[config.mk]
export PLATFORM = sky130hd
export DESIGN_NAME = scarv_soc_reset_seq
export DESIGN_NICKNAME = d
export VERILOG_FILES = /design/src/rtl/scarv_soc_reset_seq.sv
export SDC_FILE = /design/constraint.sdc
export NUM_CORES = 1
export LEC_CHECK = 0
export CAP_MARGIN = 20
export CORE_UTILIZATION = 30
export DETAILED_ROUTE_END_ITERATION = 12
export PLACE_DENSITY = 0.61
export SLEW_MARGIN = 30
export SYNTH_ARGS = -nofsm -noshare
export SYNTH_HDL_FRONTEND = slang
export SYNTH_SLANG_ARGS = --single-unit
[constraint.sdc]
create_clock -name f_clk -period 2.85 [get_ports f_clk]
set_input_delay 0.57 -clock f_clk [delete_from_list [all_inputs] [get_ports f_clk]]
set_output_delay 0.57 -clock f_clk [all_outputs]
set_load 0.05 [all_outputs]
[src/rtl/scarv_soc_reset_seq.sv]
// SCARV SoC reset sequencer: ordered release of NDOMAINS
// active-low resets with software re-reset and cause log.
module scarv_soc_reset_seq #(
  parameter int NDOMAINS              = 3,
  parameter int EXT_RESET_ACTIVE_HIGH = 1,
  parameter int SYNC_STAGES           = 2,
  parameter int RESET_CYCLES_BASE     = 16,
  parameter int RESET_CYCLES_GAP      = 16,
  parameter int SW_HOLD_CYCLES        = 8
) (
  input  logic                f_clk,
  input  logic                resetn,
  input  logic                f_clk_locked,
  input  logic                sys_reset,
  input  logic [NDOMAINS-1:0] sw_reset_req,
  input  logic                cause_clr,
  output logic [NDOMAINS-1:0] domain_resetn,
  output logic                seq_busy,
  output logic [3:0]          reset_cause
);

  localparam int TOTAL =
    RESET_CYCLES_BASE + NDOMAINS * RESET_CYCLES_GAP;
  localparam int CW = $clog2(TOTAL + 1);
  localparam logic [CW-1:0] W_TOTAL = CW'(TOTAL);

  typedef enum logic [1:0] {
    S_HOLD = 2'd0,
    S_SEQ  = 2'd1,
    S_RUN  = 2'd2
  } state_t;

  function automatic logic [CW-1:0] thr(input int i);
    return CW'(RESET_CYCLES_BASE + (i + 1) * RESET_CYCLES_GAP);
  endfunction

  logic [SYNC_STAGES-1:0] r_ext_sync;
  logic [SYNC_STAGES-1:0] r_lock_sync;
  logic                   w_ext_raw;
  logic                   w_ext;
  logic                   w_lock;
  logic                   w_hold;

  assign w_ext_raw = (EXT_RESET_ACTIVE_HIGH != 0) ?
                     sys_reset : ~sys_reset;

  // ext chain resets asserted, lock chain resets unlocked
  always_ff @(posedge f_clk or negedge resetn) begin
    if (!resetn) begin
      r_ext_sync  <= '1;
      r_lock_sync <= '0;
    end else begin
      r_ext_sync  <= {r_ext_sync[SYNC_STAGES-2:0], w_ext_raw};
      r_lock_sync <= {r_lock_sync[SYNC_STAGES-2:0], f_clk_locked};
    end
  end

  assign w_ext  = r_ext_sync[SYNC_STAGES-1];
  assign w_lock = r_lock_sync[SYNC_STAGES-1];
  assign w_hold = w_ext | ~w_lock;

  state_t                r_state;
  state_t                w_state_nx;
  logic [CW-1:0]         r_cnt;
  logic [CW-1:0]         w_cnt_nx;
  logic [NDOMAINS-1:0]   r_dom;
  logic [NDOMAINS-1:0]   w_dom_nx;
  logic                  r_busy;
  logic                  w_busy_nx;
  logic [3:0]            r_cause;
  logic [3:0]            w_cause_set;
  logic                  w_sw_any;
  logic [CW-1:0]         w_sw_r;
  logic                  w_sw_take;

  // descending scan so the lowest requested domain wins
  always_comb begin
    w_sw_any = 1'b0;
    w_sw_r   = '0;
    for (int i = NDOMAINS - 1; i >= 0; i--) begin
      if (sw_reset_req[i]) begin
        w_sw_any = 1'b1;
        w_sw_r   = thr(i) - CW'(SW_HOLD_CYCLES);
      end
    end
  end

  always_comb begin
    w_state_nx = r_state;
    w_cnt_nx   = r_cnt;
    w_sw_take  = 1'b0;
    if (w_hold) begin
      w_state_nx = S_HOLD;
      w_cnt_nx   = '0;
    end else begin
      case (r_state)
        S_HOLD: begin
          w_state_nx = S_SEQ;
          w_cnt_nx   = CW'(1);
        end
        S_SEQ, S_RUN: begin
          w_sw_take = w_sw_any && (w_sw_r < r_cnt);
          if (w_sw_take) begin
            w_state_nx = S_SEQ;
            w_cnt_nx   = w_sw_r;
          end else if (r_cnt >= W_TOTAL) begin
            w_state_nx = S_RUN;
            w_cnt_nx   = W_TOTAL;
          end else begin
            w_cnt_nx   = r_cnt + CW'(1);
            w_state_nx = (w_cnt_nx == W_TOTAL) ? S_RUN : S_SEQ;
          end
        end
        default: begin
          w_state_nx = S_HOLD;
          w_cnt_nx   = '0;
        end
      endcase
    end
  end

  // a domain is released only if it is past its slot both
  // now and after this edge, so loads and holds drop it at once
  always_comb begin
    w_dom_nx = '0;
    for (int i = 0; i < NDOMAINS; i++) begin
      w_dom_nx[i] = (w_state_nx != S_HOLD) &&
                    (r_cnt >= thr(i)) &&
                    (w_cnt_nx >= thr(i));
    end
  end

  assign w_busy_nx = (r_state != S_RUN) ||
                     (w_state_nx != S_RUN);

  assign w_cause_set = {
    w_sw_take,
    w_hold & (r_state != S_HOLD) & ~w_lock,
    w_hold & (r_state != S_HOLD) & w_ext,
    1'b0
  };

  always_ff @(posedge f_clk or negedge resetn) begin
    if (!resetn) begin
      r_state <= S_HOLD;
      r_cnt   <= '0;
      r_dom   <= '0;
      r_busy  <= 1'b1;
      r_cause <= 4'b0001;
    end else begin
      r_state <= w_state_nx;
      r_cnt   <= w_cnt_nx;
      r_dom   <= w_dom_nx;
      r_busy  <= w_busy_nx;
      r_cause <= (cause_clr ? 4'b0000 : r_cause) | w_cause_set;
    end
  end

  assign domain_resetn = r_dom;
  assign seq_busy      = r_busy;
  assign reset_cause   = r_cause;

endmodule

# After elaboration in Yosys (flattened, before gate mapping)

Cells that the tools add are included.

Register bits after elaboration: 21
Bits of input ports: 8
Logic and storage cells: 56

$add $sub $neg: 1
$lt $le $gt $ge: 7
Eq/ne operators: 5
Muxes and demuxes: 18
Bitwise gates (word level): 6
Reductions and logical operators: 12

Operators with widths:

| kind                                                                  | count |
|---|---|
| 7-bit two-way mux                                                     | 5 |
| 7-bit by 6-bit >= comparator with 1-bit output, second input constant | 4 |
| 7-bit >= comparator, second input constant                            | 2 |
| 7-bit case mux with 2 select lines                                    | 1 |
| 2-bit two-way mux                                                     | 4 |
| 7-bit by 1-bit adder with 7-bit output, second input constant         | 1 |
| 7-bit equality test, second input constant                            | 1 |
| 1-bit logical AND                                                     | 7 |
| 7-bit less-than comparator                                            | 1 |
| 6-bit two-way mux                                                     | 1 |
| 1-bit two-way mux                                                     | 5 |
| 4-bit two-way mux                                                     | 1 |
| 2-bit != test, second input constant                                  | 2 |
| 4-bit OR                                                              | 1 |
| 2-bit case mux with 2 select lines                                    | 1 |
| 2-bit nonzero test                                                    | 2 |
| 1-bit bitwise AND                                                     | 3 |
| 2-bit by 1-bit equality test with 1-bit output, second input constant | 1 |
| 2-bit equality test, second input constant                            | 1 |
| 2-bit logical NOT                                                     | 1 |
| 2-bit OR reduction                                                    | 1 |
| 1-bit logical OR                                                      | 1 |
| 1-bit inverter                                                        | 1 |
| 1-bit OR                                                              | 1 |

# Depth between registers and ports, before layout

Depth after elaboration: 11
Gate-level depth with buffers: 9

# Least setup slack after synthesis

No wires, ideal clock.

Path type: input to register
From: in sw_reset_req[1]
To: reg r_dom[1] (netlist: domain_resetn[1])
Library setup time: 0.104 ns
Arrival time: 2.276 ns
Required time: 2.746 ns
Slack: 0.471 ns
Stages on the path: 7
Cells stage by stage: o21ba_2 ha_1 nor4b_1 and4_1 or4_1 o41a_1 o41ai_2

Cells in the longest elaborated chain, start to end: 10
Elaborated cells on any way between the ends: 16
Classes of those cells: 2 x order compare; 10 x mux; 4 x reduce/logical

Ends and longest elaborated chain:

| what                                                               | RTL line | source |
|---|---|---|
| start, declared                                                    | 15       | `input logic [NDOMAINS-1:0] sw_reset_req,` |
| branches (longest 9 deep; another with 7-bit less-than comparator) | -        |  |
| 1-bit logical AND (*)                                              | 128      | `(r_cnt >= thr(i)) &&` |
| via w_dom_nx[1]                                                    | 67       | `logic [NDOMAINS-1:0] w_dom_nx;` |
| end signal, assigned                                               | 153      | `r_dom <= w_dom_nx;` |
| end, declared                                                      | 66       | `logic [NDOMAINS-1:0] r_dom;` |

Mark *: on every way through the listed nets, which the timed path passes.

# Worst setup path in the final report

From: in sw_reset_req[0]
To: reg r_dom[1] (netlist: domain_resetn[1])

Cells in the longest elaborated chain, start to end: 9
Elaborated cells on any way between the ends: 14
Classes of those cells: 2 x order compare; 8 x mux; 4 x reduce/logical

Ends and longest elaborated chain:

| what                                                               | RTL line |
|---|---|
| branches (longest 8 deep; another with 7-bit less-than comparator) | - |
| 1-bit logical AND (*)                                              | 128 |
| via w_dom_nx[1]                                                    | 67 |

Marked as above.

==> impl_metrics.env <==
export IMPL_initial_utilization_pct=31.35
export IMPL_dieArea_sq_mm=0.003727
export IMPL_cts_buffers_inserted=3
export IMPL_clock_root_buffer="clkbuf_4"
export IMPL_cts_setup_buffers=0
export IMPL_synth_area_sq_mm=0.001046
export IMPL_power_per_cell_area_mw_per_mm2=412.6
export IMPL_synth_flop_cell="dfrtp_1"
export IMPL_insertion_delay_ps=310
export IMPL_max_stage_delay_ps=530
export IMPL_fmaxAchievable_mhz=378.0
export IMPL_detail_route_wirelength_microns=2024
export IMPL_syn_mean_instance_area_sq_um=10.57
export IMPL_num_io_pins=16
export IMPL_h_tree_depth=1
export IMPL_clk_pin_slew_worst_paths_ps=120
export IMPL_maximum_number_of_pins_on_one_net_before_global_route_repair=22
export IMPL_ir_drop_mv=0.1871
export IMPL_timing_final_crit_share_pct=92.83
export IMPL_tritoncts_clock_tree="yes"
export IMPL_routed_wire_length_per_instance_microns=12.27
export IMPL_critical_path_cell_chain="clkdlybuf4s50_1 > o21ba_2 > ha_1 > nor4b_1 > and4_1 > or4_1 > o41a_1 > o41ai_2"
export IMPL_seq_total_area_yosys_pct=50.72
export IMPL_drtAntennaViolNets=0
export IMPL_rsz0062_at_grt="no"
export IMPL_detail_route_drc_violations=0
export IMPL_total_leakage_power_nw=0.5738
export IMPL_dr_pass1_iters=4
export IMPL_global_route_overflow_total=0
export IMPL_hp_class="reg2reg"
export IMPL_hold_buffers=0
export IMPL_die_h_microns=61.05
export IMPL_rows=21
export IMPL_cts_resized=0
export IMPL_async_flop_share_pct=100.0
export IMPL_number_of_unique_standard_cell_types_used_by_synthesis=31
export IMPL_relative_slew_slack_pct=66.46
export IMPL_syn_instance_count=99
export IMPL_cpLargestDelayFamily="simple AND/OR/NAND/NOR gates"
export IMPL_vias=791
export IMPL_tritoncts_num_sinks=21
export IMPL_final_min_clock_period_ps=2646
export IMPL_path_buf_inv=1
export IMPL_fin_hold_ws_ps=356.0
export IMPL_transition_time_of_the_tightest_slew_check_pin_ps=501.5
export IMPL_critical_path_slowest_cell="or4_1"
export IMPL_final_cell_count_no_fill=165
export IMPL_gp_routability_congestion=0.8803
export IMPL_area_delta_synth_final_pct=24.16
export IMPL_crit_path_max_fanout=3
export IMPL_num_antenna_cells=0
export IMPL_vias_per_cell=4.794
export IMPL_layout_drive_gt1_share_pct=12.61
export IMPL_critical_path_arrival_ps=2850
export IMPL_synth_edff_count=0
export IMPL_via_count_of_the_first_global_routing_pass=785
export IMPL_dp_hpwl_microns=1577
export IMPL_placed_cells_incl_taps=161
export IMPL_cp_required_ps=3060
export IMPL_ys_seq_elements=21
export IMPL_maxCapViolCount=0
export IMPL_synth_fp_nets=116
export IMPL_status="complete, no violations"
export IMPL_synth_warning_count=0
export IMPL_setup_viol_count_final=0
export IMPL_placement_io_buffers=15
export IMPL_track_usage_pct=12.74
export IMPL_layout_nets=137
export IMPL_grt_first_pass_wirelength_microns=3505
export IMPL_fp_coreArea_sq_mm=0.003337
export IMPL_clock_skew_final_ps=8.703
export IMPL_timing_critical_path_from_type="primary input"
export IMPL_first_iter_violations=14
export IMPL_timing_worst_setup_path_type="in2reg"
export IMPL_cts_max_path_buffers=2
export IMPL_worst_setup_path_end_kind="flop"
export IMPL_finalHoldViolCount=0
export IMPL_grt_antenna_before_repair=0
export IMPL_floorplan_die_width_microns=61.05
export IMPL_maxSlewViolCount=0
## state kept, by name (all words and copies together), names as in the netlist
signal	cells
r_lock_sync	2
domain_resetn	3
r_state	2
r_cnt	7
r_ext_sync	2
reset_cause	4
seq_busy	1
## layer usage
| layer | part of all wire, % | track usage [%] |
|---|---|---|
| met1 | 45 | 14.57 |
| met2 | 52 | 23.29 |
| met3 | 3.2 | 4.412 |
| met4 | 0 | 1.948 |
| met5 | 0 | 0 |
## logic make-up after synthesis
logic type	Yosys count	share of synthesized area, %
DFF	21	50.72
adders and majority gates	9	10.77
and+or+nand+nor	33	17.82
muxes	1	0.9570
buffers and inverters	17	6.220
xor gates and xnor gates	3	2.512
AOI/OAI and AO/OA	15	11.00
## synth_stat cells (2+ instances only)
cell type	count	area, sq um
dfstp_2	4	105.1
nor3_1	3	15.01
nor2_1	8	30.03
inv_1	14	52.55
nand3_1	5	25.02
o22ai_1	2	12.51
a21oi_1	3	15.01
nor4b_1	2	17.52
clkbuf_1	2	7.510
ha_1	9	112.6
dfrtp_1	17	425.4
nor2b_1	2	12.51
xnor2_1	3	26.28
o21ai_0	3	15.01
nand2_1	3	11.26
nor3b_1	3	22.52
or3_1	2	12.51
## through the flow
step | utilization [%] | total power [mW] | setup WS, ps | area (sq um) | TNS, ps
6_report | 38.92 | 0.5358 | 204.2 | 1299 | 0
4_1_cts | 38.92 | 0.5459 | 206.8 | 1299 | 0
2_1_floorplan | - | 0.3614 | 470.5 | 1046 | 0
3_3_place_gp | 38.10 | 0.3970 | -51.40 | 1271 | -51.40
3_5_place_dp | 38.10 | 0.4001 | -115.1 | 1271 | -184.4
5_1_grt | 38.92 | 0.5621 | 152.7 | 1299 | 0
## layout make-up
type / count / area (sq um)
Inverter: 14 / 52.55
Timing Repair Buffer: 19 / 180.2
Clock inverter: 1 / 5.005
Clock buffer: 3 / 22.52
Sequential cell: 21 / 530.5
Tap cell: 46 / 57.56
Multi-Input combinational cell: 61 / 450.4
Fill cell: 351 / 2038
## final timing paths
check	from	cells after the start	end	slack, ps
max	sw_reset_req[0]	8	domain_resetn[1]	200
min in group asynchronous	resetn	2	reset_cause[1]	600
min	r_ext_sync[0]	0	r_ext_sync[1]	360
min reg2reg	r_ext_sync[0]	0	r_ext_sync[1]	360
max in group asynchronous	resetn	2	r_ext_sync[0]	1970
max reg2reg	r_cnt[5]	7	domain_resetn[1]	580
## power breakdown
part | internal, mW | switching, mW
sequential | 0.308 | 0.00689
clock | 0.0524 | 0.0900
combinational | 0.0336 | 0.0447
## layout by cell type (no fill, tap or decap), drive strengths merged, types with 4 or more instances in the layout
cell | synthesis | layout
clkdlybuf4s50 | 0 | 15
dfrtp | 17 | 17
nand3 | 5 | 5
nor2 | 8 | 8
dfstp | 4 | 4
inv | 14 | 14
ha | 9 | 9
buf | 1 | 4
## worst register-to-register path, cell delays in order (launching register included)
cell and delay (ps):
dfrtp_1 440, inv_1 90, ha_1 300, nor4b_1 140, and4_1 220, or4_1 530, o41a_1 170, o41ai_2 280
Note: power is estimated with default switching activity, not from simulation.
==> variant (config.mk and constraints unchanged) <==
Set the parameter `RESET_CYCLES_GAP` to 32 (it was 16).
--- a/src/rtl/scarv_soc_reset_seq.sv
+++ b/src/rtl/scarv_soc_reset_seq.sv
@@ -6,5 +6,5 @@
   parameter int SYNC_STAGES           = 2,
   parameter int RESET_CYCLES_BASE     = 16,
-  parameter int RESET_CYCLES_GAP      = 16,
+  parameter int RESET_CYCLES_GAP      = 32,
   parameter int SW_HOLD_CYCLES        = 8
 ) (
Behaviour: no difference found for any inputs over 10 cycles, from zero or initial values and one cycle with resetn low; that may be too few to reach the edited logic, so the function may still have changed.
==> variant against the original RTL <==
Sequential power about the same. Wire length decreased by 0.84%. Fmax increased by 3.8%. Sequential cell count unchanged. First-iteration DRC count increased by 100%. Clock power increased by 37%. Final area increased by 5.9%. Setup slack improved by 97 ps. Area after synthesis increased by 6.6%. Global-route usage decreased by 1.5 points. Sequential share of layout area decreased by 2.3 points. Power increased by 9.7%. Critical path depth unchanged. Die area increased by 6.4%.
==> variant: results (changes against the original RTL) <==
dpl ws 19.5 ps (+135 ps); DP Cell Count 169 (+5.0%); share of cells above drive strength 1 15.0% (+2.4 points); WL/cell 11.6 um (-5.4%); RePlAce Congestion 0.817 (-7.2%); CP max stage delay 420 ps (-110 ps); Plain + repair buffers 18 (-1); outcome finished clean; Fin Clk Skew 0.835 ps (-7.87 ps); first-pass GRT wire length 3540 um (+0.97%); clk tree area frac 3.55% (+1.4 points); DR WL met2 967 um (-7.8%); later-pin clock latency in the skew report 260 ps (-50 ps); #MultiIn Comb 71 (+16%); Mapped Nets 125 (+7.8%); Final Util 39.9% (+1.0 points); Arr. time, crit path 2720 ps (-130 ps); All-Layer GR Usage 11.2% (-1.5 points); Hold WS 355 ps (-1.31 ps); sequential share of the synthesized area 47.6% (-3.1 points); Worst VDD drop 0.000216 V (+16%); post-DP HPWL 1570 um (-0.31%); Post-synth top cells dfrtp_1, inv_1, ha_1; mean post-synth cell area 10.3 um^2 (-2.3%); multi-input combinational area share 37.6% (+2.9 points); Initial Utilization 32.4% (+1.0 points); Worst Tran Pin Value 496 ps (-5.59 ps); wl on met1 941 um (+3.5%); Signal buf overhead 12.6% (-1.3 points); Post-DP Area 0.00133 mm^2 (+4.3%); LEAKAGE 0.568 nW (-1.1%); # fillers 345 (-1.7%); DR top layer met4; Iteration-0 DRC Markers 28 (+14); Crit Path Max Fanout 7 (+4); min setup slack post-route 302 ps (+97.4 ps); clock transition at the registers of the reported paths 70 ps (-50 ps)
-- variant: changes by cell type in the layout (fill, tap and decap cells not counted), moves of 2 or more --
cell | unedited run | this run
a21oi_1 | 3 | 7
nand2_1 | 3 | 7
clkbuf_4 | 3 | 0
clkbuf_8 | 0 | 3
and2_4 | 0 | 2
nand3_1 | 5 | 7
nor2_1 | 8 | 6
nor3_1 | 3 | 5
or3_1 | 2 | 0
-- variant: worst paths after layout --
kind                                 start                to  cells past startpoint
min reg2reg                 r_lock_sync[0]    r_lock_sync[1]                      0
min in group asynchronous           resetn  domain_resetn[1]                      2
max                        sw_reset_req[0]  domain_resetn[0]                      8
min                         r_lock_sync[0]    r_lock_sync[1]                      0
max reg2reg                     r_state[1]  domain_resetn[0]                      6
max in group asynchronous           resetn     r_ext_sync[0]                      2
-- variant: kinds of logic (layout without fill, tap and decap cells) --
logic type	after synthesis	count (layout)	synth area share, %
compound gates	21	21	13.2
xor+xnor	2	2	1.57
fa+ha+maj	9	9	10.1
buf+inv	16	35	6.06
flops	21	21	47.6
mux	1	1	0.898
simple gates	38	38	20.5
-- variant: worst reg2reg max path, delay by kind of cell, from the launching register on --
family,cells,cell delay [ps]
simple gates,4,980
compound gates,1,240
fa+ha+maj,1,200
flops,1,410
-- variant: per-layer routing --
metal / global-route usage [%] / up-vias
li1: - / 410
met1: 14.0 / 385
met2: 18.3 / 17
met3: 3.65 / 2
met4: 3.49 / 0
met5: 0 / -
-- variant: power by group through the flow --
stage | registers, mW | logic (mW) | clock network [mW]
global route | 0.316 | 0.0871 | 0.214
floorplan | 0.331 | 0.0363 | 0
finish | 0.315 | 0.0788 | 0.194
detailed placement | 0.321 | 0.0799 | 0
CTS | 0.315 | 0.0801 | 0.201
global placement | 0.320 | 0.0788 | 0
